### config.mk
export PLATFORM = sky130hd
export DESIGN_NAME = uart_tx_arbiter
export DESIGN_NICKNAME = d
export VERILOG_FILES = /design/src/rtl/uart_pkg.sv /design/src/rtl/rr_arbiter.sv /design/src/rtl/uart_tx_arbiter.sv
export SDC_FILE = /design/constraint.sdc
export NUM_CORES = 1
export LEC_CHECK = 0
export ABC_AREA = 1
export CORE_ASPECT_RATIO = 1.5
export CORE_UTILIZATION = 35
export DETAILED_ROUTE_END_ITERATION = 8
export GPL_ROUTABILITY_DRIVEN = 0
export PLACE_DENSITY = 0.61
export SLEW_MARGIN = 20
export SYNTH_ARGS = -nofsm -noshare
export SYNTH_HDL_FRONTEND = slang
export SYNTH_SLANG_ARGS = --single-unit
### constraint.sdc
create_clock -name clk -period 2.7 [get_ports clk]
set_input_delay 0.27 -clock clk [delete_from_list [all_inputs] [get_ports clk]]
set_output_delay 0.27 -clock clk [all_outputs]
set_load 0.02 [all_outputs]
### src/rtl/uart_pkg.sv
// Shared UART definitions: transmitter state encoding, line idle level and bit-period helper.
package uart_pkg;

    typedef enum logic [1:0] {IDLE, START, DATA, STOP} tx_state_t;

    localparam logic UART_IDLE_LEVEL = 1'b1;

    function automatic int unsigned bit_cycles(input int unsigned clock_rate,
                                               input int unsigned baud_rate);
        return clock_rate / baud_rate;
    endfunction

endpackage

### src/rtl/rr_arbiter.sv
// Combinational round-robin arbiter: picks the first requester after lastGrant, wrapping modulo N.
module rr_arbiter #(
    parameter int unsigned N = 4
) (
    input  logic [N-1:0]         req,
    input  logic [$clog2(N)-1:0] lastGrant,
    output logic [N-1:0]         grant,
    output logic [$clog2(N)-1:0] winner,
    output logic                 valid
);

    localparam int unsigned IW = $clog2(N);

    always_comb begin
        grant  = '0;
        winner = '0;
        valid  = 1'b0;
        for (int unsigned i = 1; i <= N; i++) begin
            logic [IW-1:0] idx;
            idx = IW'((32'(lastGrant) + i) % N);
            if (!valid && req[idx]) begin
                valid       = 1'b1;
                grant[idx]  = 1'b1;
                winner      = idx;
            end
        end
    end

endmodule

### src/rtl/uart_tx_arbiter.sv
// Round-robin shared 8N1 UART transmitter: grants one requester, captures its byte and
// serialises start, data (LSB first) and stop bits, each BIT_CYCLES clocks long.
module uart_tx_arbiter
    import uart_pkg::*;
#(
    parameter int unsigned CLOCK_RATE = 100000000,
    parameter int unsigned BAUD_RATE  = 115200,
    parameter int unsigned NUM_REQ    = 4,
    parameter int unsigned DATA_BITS  = 8
) (
    input  logic                         clk,
    input  logic                         rst,
    input  logic [NUM_REQ-1:0]           req,
    input  logic [NUM_REQ*DATA_BITS-1:0] data,
    output logic [NUM_REQ-1:0]           grant,
    output logic [$clog2(NUM_REQ)-1:0]   owner,
    output logic                         busy,
    output logic                         txd
);

    localparam int unsigned BIT_CYCLES = bit_cycles(CLOCK_RATE, BAUD_RATE);
    localparam int unsigned CW         = $clog2(BIT_CYCLES);
    localparam int unsigned OW         = $clog2(NUM_REQ);
    localparam int unsigned BW         = (DATA_BITS > 1) ? $clog2(DATA_BITS) : 1;
    localparam logic [CW-1:0] TICK_LAST = CW'(BIT_CYCLES - 1);
    localparam logic [BW-1:0] BIT_LAST  = BW'(DATA_BITS - 1);

    if (BIT_CYCLES < 2) begin : g_bitCyclesCheck
        $error("uart_tx_arbiter: CLOCK_RATE/BAUD_RATE must be at least 2");
    end
    if (NUM_REQ < 2 || NUM_REQ > 16) begin : g_numReqCheck
        $error("uart_tx_arbiter: NUM_REQ must be in 2..16");
    end

    tx_state_t            state;
    logic [CW-1:0]        tickCnt;
    logic [BW-1:0]        bitCnt;
    logic [DATA_BITS-1:0] shiftReg;
    logic [DATA_BITS-1:0] shiftNext;
    logic [OW-1:0]        lastGrant;
    logic [NUM_REQ-1:0]   arbGrant;
    logic [OW-1:0]        arbWinner;
    logic                 arbValid;
    logic                 tickDone;
    logic [DATA_BITS-1:0] slot [NUM_REQ];

    for (genvar g = 0; g < NUM_REQ; g++) begin : g_slot
        assign slot[g] = data[g*DATA_BITS +: DATA_BITS];
    end

    rr_arbiter #(.N(NUM_REQ)) u_arb (
        .req       (req),
        .lastGrant (lastGrant),
        .grant     (arbGrant),
        .winner    (arbWinner),
        .valid     (arbValid)
    );

    assign tickDone  = (tickCnt == TICK_LAST);
    assign shiftNext = shiftReg >> 1;

    always_ff @(posedge clk or posedge rst) begin
        if (rst) begin
            state     <= IDLE;
            txd       <= UART_IDLE_LEVEL;
            grant     <= '0;
            busy      <= 1'b0;
            owner     <= '0;
            bitCnt    <= '0;
            tickCnt   <= '0;
            shiftReg  <= '0;
            lastGrant <= OW'(NUM_REQ - 1);
        end else begin
            grant <= '0;
            unique case (state)
                IDLE: begin
                    if (arbValid) begin
                        grant     <= arbGrant;
                        shiftReg  <= slot[arbWinner];
                        owner     <= arbWinner;
                        lastGrant <= arbWinner;
                        busy      <= 1'b1;
                        txd       <= ~UART_IDLE_LEVEL;
                        tickCnt   <= '0;
                        state     <= START;
                    end
                end
                START: begin
                    if (tickDone) begin
                        tickCnt <= '0;
                        bitCnt  <= '0;
                        txd     <= shiftReg[0];
                        state   <= DATA;
                    end else begin
                        tickCnt <= tickCnt + 1'b1;
                    end
                end
                DATA: begin
                    if (tickDone) begin
                        tickCnt <= '0;
                        if (bitCnt == BIT_LAST) begin
                            txd   <= UART_IDLE_LEVEL;
                            state <= STOP;
                        end else begin
                            // txd takes the next bit directly so it lines up with the shift
                            shiftReg <= shiftNext;
                            txd      <= shiftNext[0];
                            bitCnt   <= bitCnt + 1'b1;
                        end
                    end else begin
                        tickCnt <= tickCnt + 1'b1;
                    end
                end
                STOP: begin
                    if (tickDone) begin
                        tickCnt <= '0;
                        busy    <= 1'b0;
                        state   <= IDLE;
                    end else begin
                        tickCnt <= tickCnt + 1'b1;
                    end
                end
                default: state <= IDLE;
            endcase
        end
    end

endmodule

==> results of run 1 <==
-- cell usage in the layout, fill, tap and decap left out, types with 2 or more instances in the layout --
cell / n
dfstp_2: 3
nor2_1: 21
o21ai_0: 20
a21oi_1: 14
o22ai_1: 4
nand2_1: 83
buf_4: 6
inv_2: 3
nor3_1: 2
nand3b_1: 7
dfrtp_1: 30
ha_1: 15
nand3_1: 39
clkdlybuf4s50_1: 45
o32ai_1: 2
o21ai_1: 9
nand2_4: 3
clkbuf_8: 6
a21oi_2: 3
nand2_2: 13
nand3_2: 5
a31oi_1: 2
inv_1: 62
-- layer usage --
metal | wire length [µm] | vias to the layer above
met5 | 0 | -
met4 | 167 | 0
met3 | 108 | 16
met2 | 3300 | 35
met1 | 2680 | 1116
li1 | - | 1269
-- repair_timing --
item,4_1_cts,5_1_grt
resized for setup,0,1
endpoints found under the setup margin,0,1
endpoints found under the hold margin,0,0
hold buffers,0,0
-- cells by family after synthesis --
family	count (synthesis)
xor+xnor	2
compound gates	61
fa+ha+maj	15
buf+inv	75
simple gates	179
flops	33
-- power breakdown --
part	leakage, nW	total [mW]	switching, mW	internal [mW]
combinational	1.21	0.163	0.0833	0.0798
sequential	0.383	0.494	0	0.494
clock	0.0585	0.484	0.183	0.301
-- state kept, by name, summed over array words and instances (netlist names) --
register	count
grant	4
tickCnt	10
lastGrant	2
txd	1
bitCnt	3
state	2
shiftReg	8
busy	1
owner	2
-- cell type report --
class                      instances  share of cell area
multi-input combinational        257               0.447
clock inverter                     1             0.00911
tap                              100              0.0380
timing repair buffer              51               0.150
clock buffer                       7              0.0262
inverter                          66              0.0774
sequential                        33               0.252
-- worst min-delay path by stage --
stage / from / to / cells after the start
after floorplan: rst / bitCnt[0] / 1
after global placement: shiftReg[7] / shiftReg[7] / 2
after detailed placement: shiftReg[3] / shiftReg[3] / 2
after CTS: rst / bitCnt[1] / 3
after global routing: rst / state[0] / 3
final: rst / bitCnt[1] / 3
-- through the flow --
| stage | area [µm²] | hold WS [ns] | power, mW |
|---|---|---|---|
| 3_5_place_dp | 3170 | 0.475 | 0.666 |
| 3_3_place_gp | 3170 | 0.471 | 0.666 |
| 4_1_cts | 3290 | 0.400 | 1.15 |
| 6_report | 3300 | 0.378 | 1.14 |
| 5_1_grt | 3300 | 0.430 | 1.19 |
| 2_1_floorplan | 2610 | 0.397 | 0.594 |
-- critical path: stages (launching register included) --
cell,delay [ns]
dfstp_2,0.59
inv_8,0.07
ha_1,0.38
inv_1,0.11
nand3_2,0.12
nand2_4,0.09
nor2_8,0.19
nand3_4,0.24
nand2_8,0.21
nand2_1,0.07
nand3_1,0.09
nand3_1,0.08
nand2_1,0.07
o21ai_1,0.06
==> impl_metrics.csv, run 1 <==
group,metric,value,unit
synthesis,yosysMostFrequentCell,"nand2_1",
synthesis,yosysUniqueCellTypes,39,
synthesis,synthAdderAreaFrac,0.0720,
setup_path,crit_arrival,2.67,ns
clocking,cts.clk_slew.worst_paths,0.07,ns
floorplanning,dieWidth,72.5,µm
setup_path,crit_fanout,18,
synthesis,netlist_area,0.00261,mm²
synthesis,yosys.area_share.xor_xnor,0.00672,
sta,slew-limit-headroom,0.676,
drt,ant_nets,0,
clocking,cts.path.max_buffers,2,
synthesis,synthTopCellsByCount,"nand2_1 (83), inv_1 (62), nand3_1 (39)",
grt,met3_usage,0.0197,
clocking,cts_buffers,5,
power,peakVddDrop,0.194,mV
grt,grt_pass1_vias,2440,
power,power.density,346,mW/mm²
sta,clock_skew,0.00869,ns
floorplanning,die_area,0.00781,mm²
synthesis,async_flop_share,1.00,
synthesis,synth_top_family_by_area,"simple AND/OR/NAND/NOR gates",
synthesis,synth-simple-area-share,0.341,
grt,track_usage,0.172,
placement,hpwl,4840,µm
setup_path,crit_type,"reg -> reg",
synthesis,ys_warn_count,0,
setup_path,ff2ff_path_depth,13,
grt,grt_use_met2,0.310,
drt,wl,6250,µm
cells_and_area,regArea,830,µm²
floorplanning,die_y,108,µm
synthesis,synth_edf_count,0,
cells_and_area,drive_above_1_share,0.123,
synthesis,synth_ff_type,"dfrtp_1",
placement,port_buffers,45,
setup_path,end_kind,"flip-flop",
synthesis,synth_seq_cells,33,
setup_path,crit_required,2.87,ns
sta,post-route-min-period,2.50,ns
synthesis,syn_nets,418,
synthesis,postSynthAreaPerCell,7.14,µm²
drt,firstDrtPassIters,4,
synthesis,ys_seq_area_frac,0.318,
setup_path,r2r-start,"lastGrant[0]",
sta,clock.fmax,400,MHz
synthesis,synth.top_cells.by_area,"dfrtp_1 (29%), nand2_1 (12%), inv_1 (8.9%), nand3_1 (7.5%), ha_1 (7.2%)",
sta,maxSlewViolCount,0,
clocking,clkLatencyLatePin,0.29,ns
sta,fin_setup_tns,0,ns
power,p_leak,1.65,nW
synthesis,synthMuxAreaShare,0,
job,maxCapViolCount,0,
grt,grt_pass1_wl,10600,µm
floorplanning,pin_count,46,
sta,setup_viol,0,
grt,antenna_found_initial,0,
drt,drc,0,
sta,fin_ws,0.202,ns
setup_path,crit_start,"lastGrant[0]",
synthesis,yosysTopAreaCell,"dfrtp_1",
grt,grt_busiest_layer,"met2",
cells_and_area,fillerInstances,765,
sta,hold_viol_final,0,
cells_and_area,utilization,0.456,
drt,drt_iter0_drc,92,
floorplanning,rows,38,
placement,placed_cells,507,
cells_and_area,area_delta_synth_final,26.4,%
clocking,clockRootBuffer,"clkbuf_8",
synthesis,synth_cells,365,
drt,wl_per_cell,12.1,µm
setup_path,worstSetupStartpointType,"flip-flop",
drt,vias,2436,
setup_path,r2r_slack,0.20,ns
sta,fin_crit_sh,0.925,
clocking,cts.sinks,33,
drt,viasPerCell,4.73,
setup_path,worstSetupEndpoint,"shiftReg[6]",
floorplanning,core_region_area,0.00723,mm²
grt,gr-total-overflow,0,
cells_and_area,fin_cells,515,
synthesis,synth_top_area_frac,0.288,
status,outcome,"finished clean",
cells_and_area,antenna-diode-count,0,
clocking,cts_setup_buffers,0,
grt,met1_usage,0.195,
cells_and_area,fin_nets,467,
grt,grt_max_degree,34,
min_path,hp-class,"in -> async",
cells_and_area,multi_input_area,0.00147,mm²
clocking,h-tree-depth,2,
sta,tightest_slew,0.485,ns
sta,rsz0062_at_grt,"no",
synthesis,synth_compound_area_frac,0.143,
setup_path,r2r_end,"shiftReg[6]",
clocking,cts_tree,"done",
floorplanning,start_util,0.361,
placement,place_ws,0.185,ns
(Power assumes the default switching activity.)
==> run 2: changes to the inputs <==
--- a/config.mk
+++ b/config.mk
@@ -8,6 +8,7 @@
 export ABC_AREA = 1
 export CORE_ASPECT_RATIO = 1.5
 export CORE_UTILIZATION = 35
+export CTS_CLUSTER_SIZE = 28
 export DETAILED_ROUTE_END_ITERATION = 8
 export GPL_ROUTABILITY_DRIVEN = 0
 export PLACE_DENSITY = 0.61
==> constraint.sdc (replaced) <==
create_clock -name clk -period 2.7 [get_ports clk]
set_input_delay 0.27 -clock clk [delete_from_list [all_inputs] [get_ports clk]]
set_output_delay 0.27 -clock clk [all_outputs]
set_load 0.005 [all_outputs]
==> results of run 2 <==
The final DEF is identical to that of run 1; final timing and power are the same.
==> run 3: changes to the inputs <==
--- a/config.mk
+++ b/config.mk
@@ -7,11 +7,11 @@
 export LEC_CHECK = 0
 export ABC_AREA = 1
 export CORE_ASPECT_RATIO = 1.5
-export CORE_UTILIZATION = 35
+export CORE_UTILIZATION = 45
 export CTS_CLUSTER_SIZE = 28
 export DETAILED_ROUTE_END_ITERATION = 8
 export GPL_ROUTABILITY_DRIVEN = 0
-export PLACE_DENSITY = 0.61
+export PLACE_DENSITY = 0.74
 export SLEW_MARGIN = 20
 export SYNTH_ARGS = -nofsm -noshare
 export SYNTH_HDL_FRONTEND = slang
==> impl_metrics.csv, run 3 (synthesis gave the netlist of run 1 again) <==
group,metric,value,unit
cells_and_area,utilization,0.581,
power,internal_power,751,µW
cells_and_area,top_regs,"tickCnt (10), shiftReg (8), grant (4)",
power,p_sw,273,µW
clocking,ctsHoldBuffers,0,
cells_and_area,fin_nets,466,
sta,clock.fmax,405,MHz
sta,hold-worst-slack,0.357,ns
floorplanning,die_area,0.00611,mm²
power,power.share.combinational,0.159,
status,outcome,"finished clean",
cells_and_area,design_area,0.00321,mm²
min_path,hp-class,"in -> async",
clocking,cts_buffers,5,
power,finalPower,1.02,mW
setup_path,crit_required,2.88,ns
drt,drt_iter0_drc,157,
setup_path,crit_arrival,2.64,ns
floorplanning,pin_count,46,
cells_and_area,fin_cells,484,
clocking,cts_tree,"done",
setup_path,cpLargestDelayFamily,"simple AND/OR/NAND/NOR gates",
sta,tightest_slew,0.482,ns
cells_and_area,multi_input_area,0.00147,mm²
cells_and_area,final_common_cell,"nand2_1",
placement,placed_cells,476,
sta,maxSlewViolCount,0,
placement,port_buffers,45,
sta,clock_skew,0.00476,ns
power,p_leak,1.63,nW
sta,hold_viol_final,0,
grt,antenna_found_initial,0,
placement,hpwl,4740,µm
clocking,cts.path.max_buffers,2,
grt,gr-total-overflow,0,
setup_path,path_cells,"inv_8 -> ha_2 -> inv_1 -> nand3_2 -> nand2_4 -> nor2_8 -> nand3_4 -> nand2_4 -> nand2_1 -> nand3_1 -> nand3_1 -> nand2_1 -> o21ai_1",
drt,ant_nets,0,
setup_path,slowest_delay,0.59,ns
clocking,h-tree-depth,2,
power,peakVddDrop,0.167,mV
cells_and_area,mostFrequentLayoutCells,"nand2_1 (83), inv_1 (62), clkdlybuf4s50_1 (45)",
sta,rsz0062_at_grt,"no",
clocking,clkLatencyLatePin,0.29,ns
setup_path,crit_fanout,18,
drt,viasPerCell,5.07,
clocking,cts.sinks,33,
cells_and_area,fillerInstances,545,
floorplanning,start_util,0.471,
floorplanning,rows,33,
sta,slew-limit-headroom,0.679,
drt,firstDrtPassIters,4,
floorplanning,die_y,95.2,µm
setup_path,cp_slowest_cell,"dfstp_2",
power,seq_power_share,0.483,
sta,fin_crit_sh,0.914,
power,power.density,319,mW/mm²
drt,wl,6090,µm
placement,dpl_cell_area,0.00313,mm²
cells_and_area,antenna-diode-count,0,
clocking,cts.clk_slew.worst_paths,0.07,ns
setup_path,path_buf_inv,2,
drt,vias,2452,
grt,grt_max_degree,34,
power,switching_share,0.267,
sta,fin_ws,0.233,ns
setup_path,worstSetupStartpointType,"flip-flop",
cells_and_area,largest_reg_flops,10,
drt,drc,0,
job,maxCapViolCount,0,
floorplanning,dieWidth,64.2,µm
grt,grt_pass1_vias,2363,
power,pwr-share-clk,0.358,
grt,grt_pass1_wl,10100,µm
clocking,clockRootBuffer,"clkbuf_8",
grt,track_usage,0.213,
sta,fin_setup_tns,0,ns
drt,wl_per_cell,12.6,µm
sta,setup_viol,0,
floorplanning,core_region_area,0.00553,mm²
sta,post-route-min-period,2.47,ns
setup_path,crit_type,"reg -> reg",
cells_and_area,regMostFlops,"tickCnt",
cells_and_area,regArea,830,µm²
cells_and_area,drive_above_1_share,0.126,
placement,place_ws,0.199,ns
setup_path,end_kind,"flip-flop",
cells_and_area,area_delta_synth_final,23.3,%
[run 3: per-layer routing]
layer	up-vias	global-route usage	wire (µm)
met3	13	0.0251	118
met4	0	0.0981	157
li1	1267	-	-
met5	-	0	0
met1	1131	0.235	2540
met2	41	0.403	3270
[run 3: worst reg2reg max path: stages, from the launching register on]
cell and delay, ns:
dfstp_2 0.59, inv_8 0.07, ha_2 0.37, inv_1 0.09
nand3_2 0.11, nand2_4 0.09, nor2_8 0.19, nand3_4 0.22
nand2_4 0.26, nand2_1 0.08, nand3_1 0.09, nand3_1 0.08
nand2_1 0.07, o21ai_1 0.06
[run 3: power by group through the flow]
stage,clock network [mW],logic [mW],registers [mW]
finish,0.367,0.163,0.494
floorplan,0,0.0905,0.504
CTS,0.378,0.163,0.494
global route,0.401,0.179,0.494
detailed placement,0,0.163,0.504
global placement,0,0.161,0.504
[run 3: final timing paths]
path | slack, ns | to | cells after the start | startpoint
worst max register to register | 0.23 | shiftReg[5] | 13 | lastGrant[0]
worst max-delay path | 0.23 | shiftReg[5] | 13 | lastGrant[0]
min in group clk | 0.49 | shiftReg[3] | 2 | shiftReg[3]
worst min-delay path | 0.36 | tickCnt[1] | 3 | rst
worst min register to register | 0.49 | shiftReg[3] | 2 | shiftReg[3]
max in group asynchronous | 2.00 | txd | 3 | rst
[run 3: final cells by class]
cell class | instances | area share
clock buffers | 5 | 0.0214
clock inverters | 3 | 0.00545
inverters | 66 | 0.0794
multi-input cells | 257 | 0.457
flip-flops and latches | 33 | 0.258
well taps | 70 | 0.0272
repair buffers | 50 | 0.152
[run 3: timing repair]
action,CTS,global route
buffers inserted,0,0
endpoints found under the setup margin,0,3
gates resized for setup,0,1
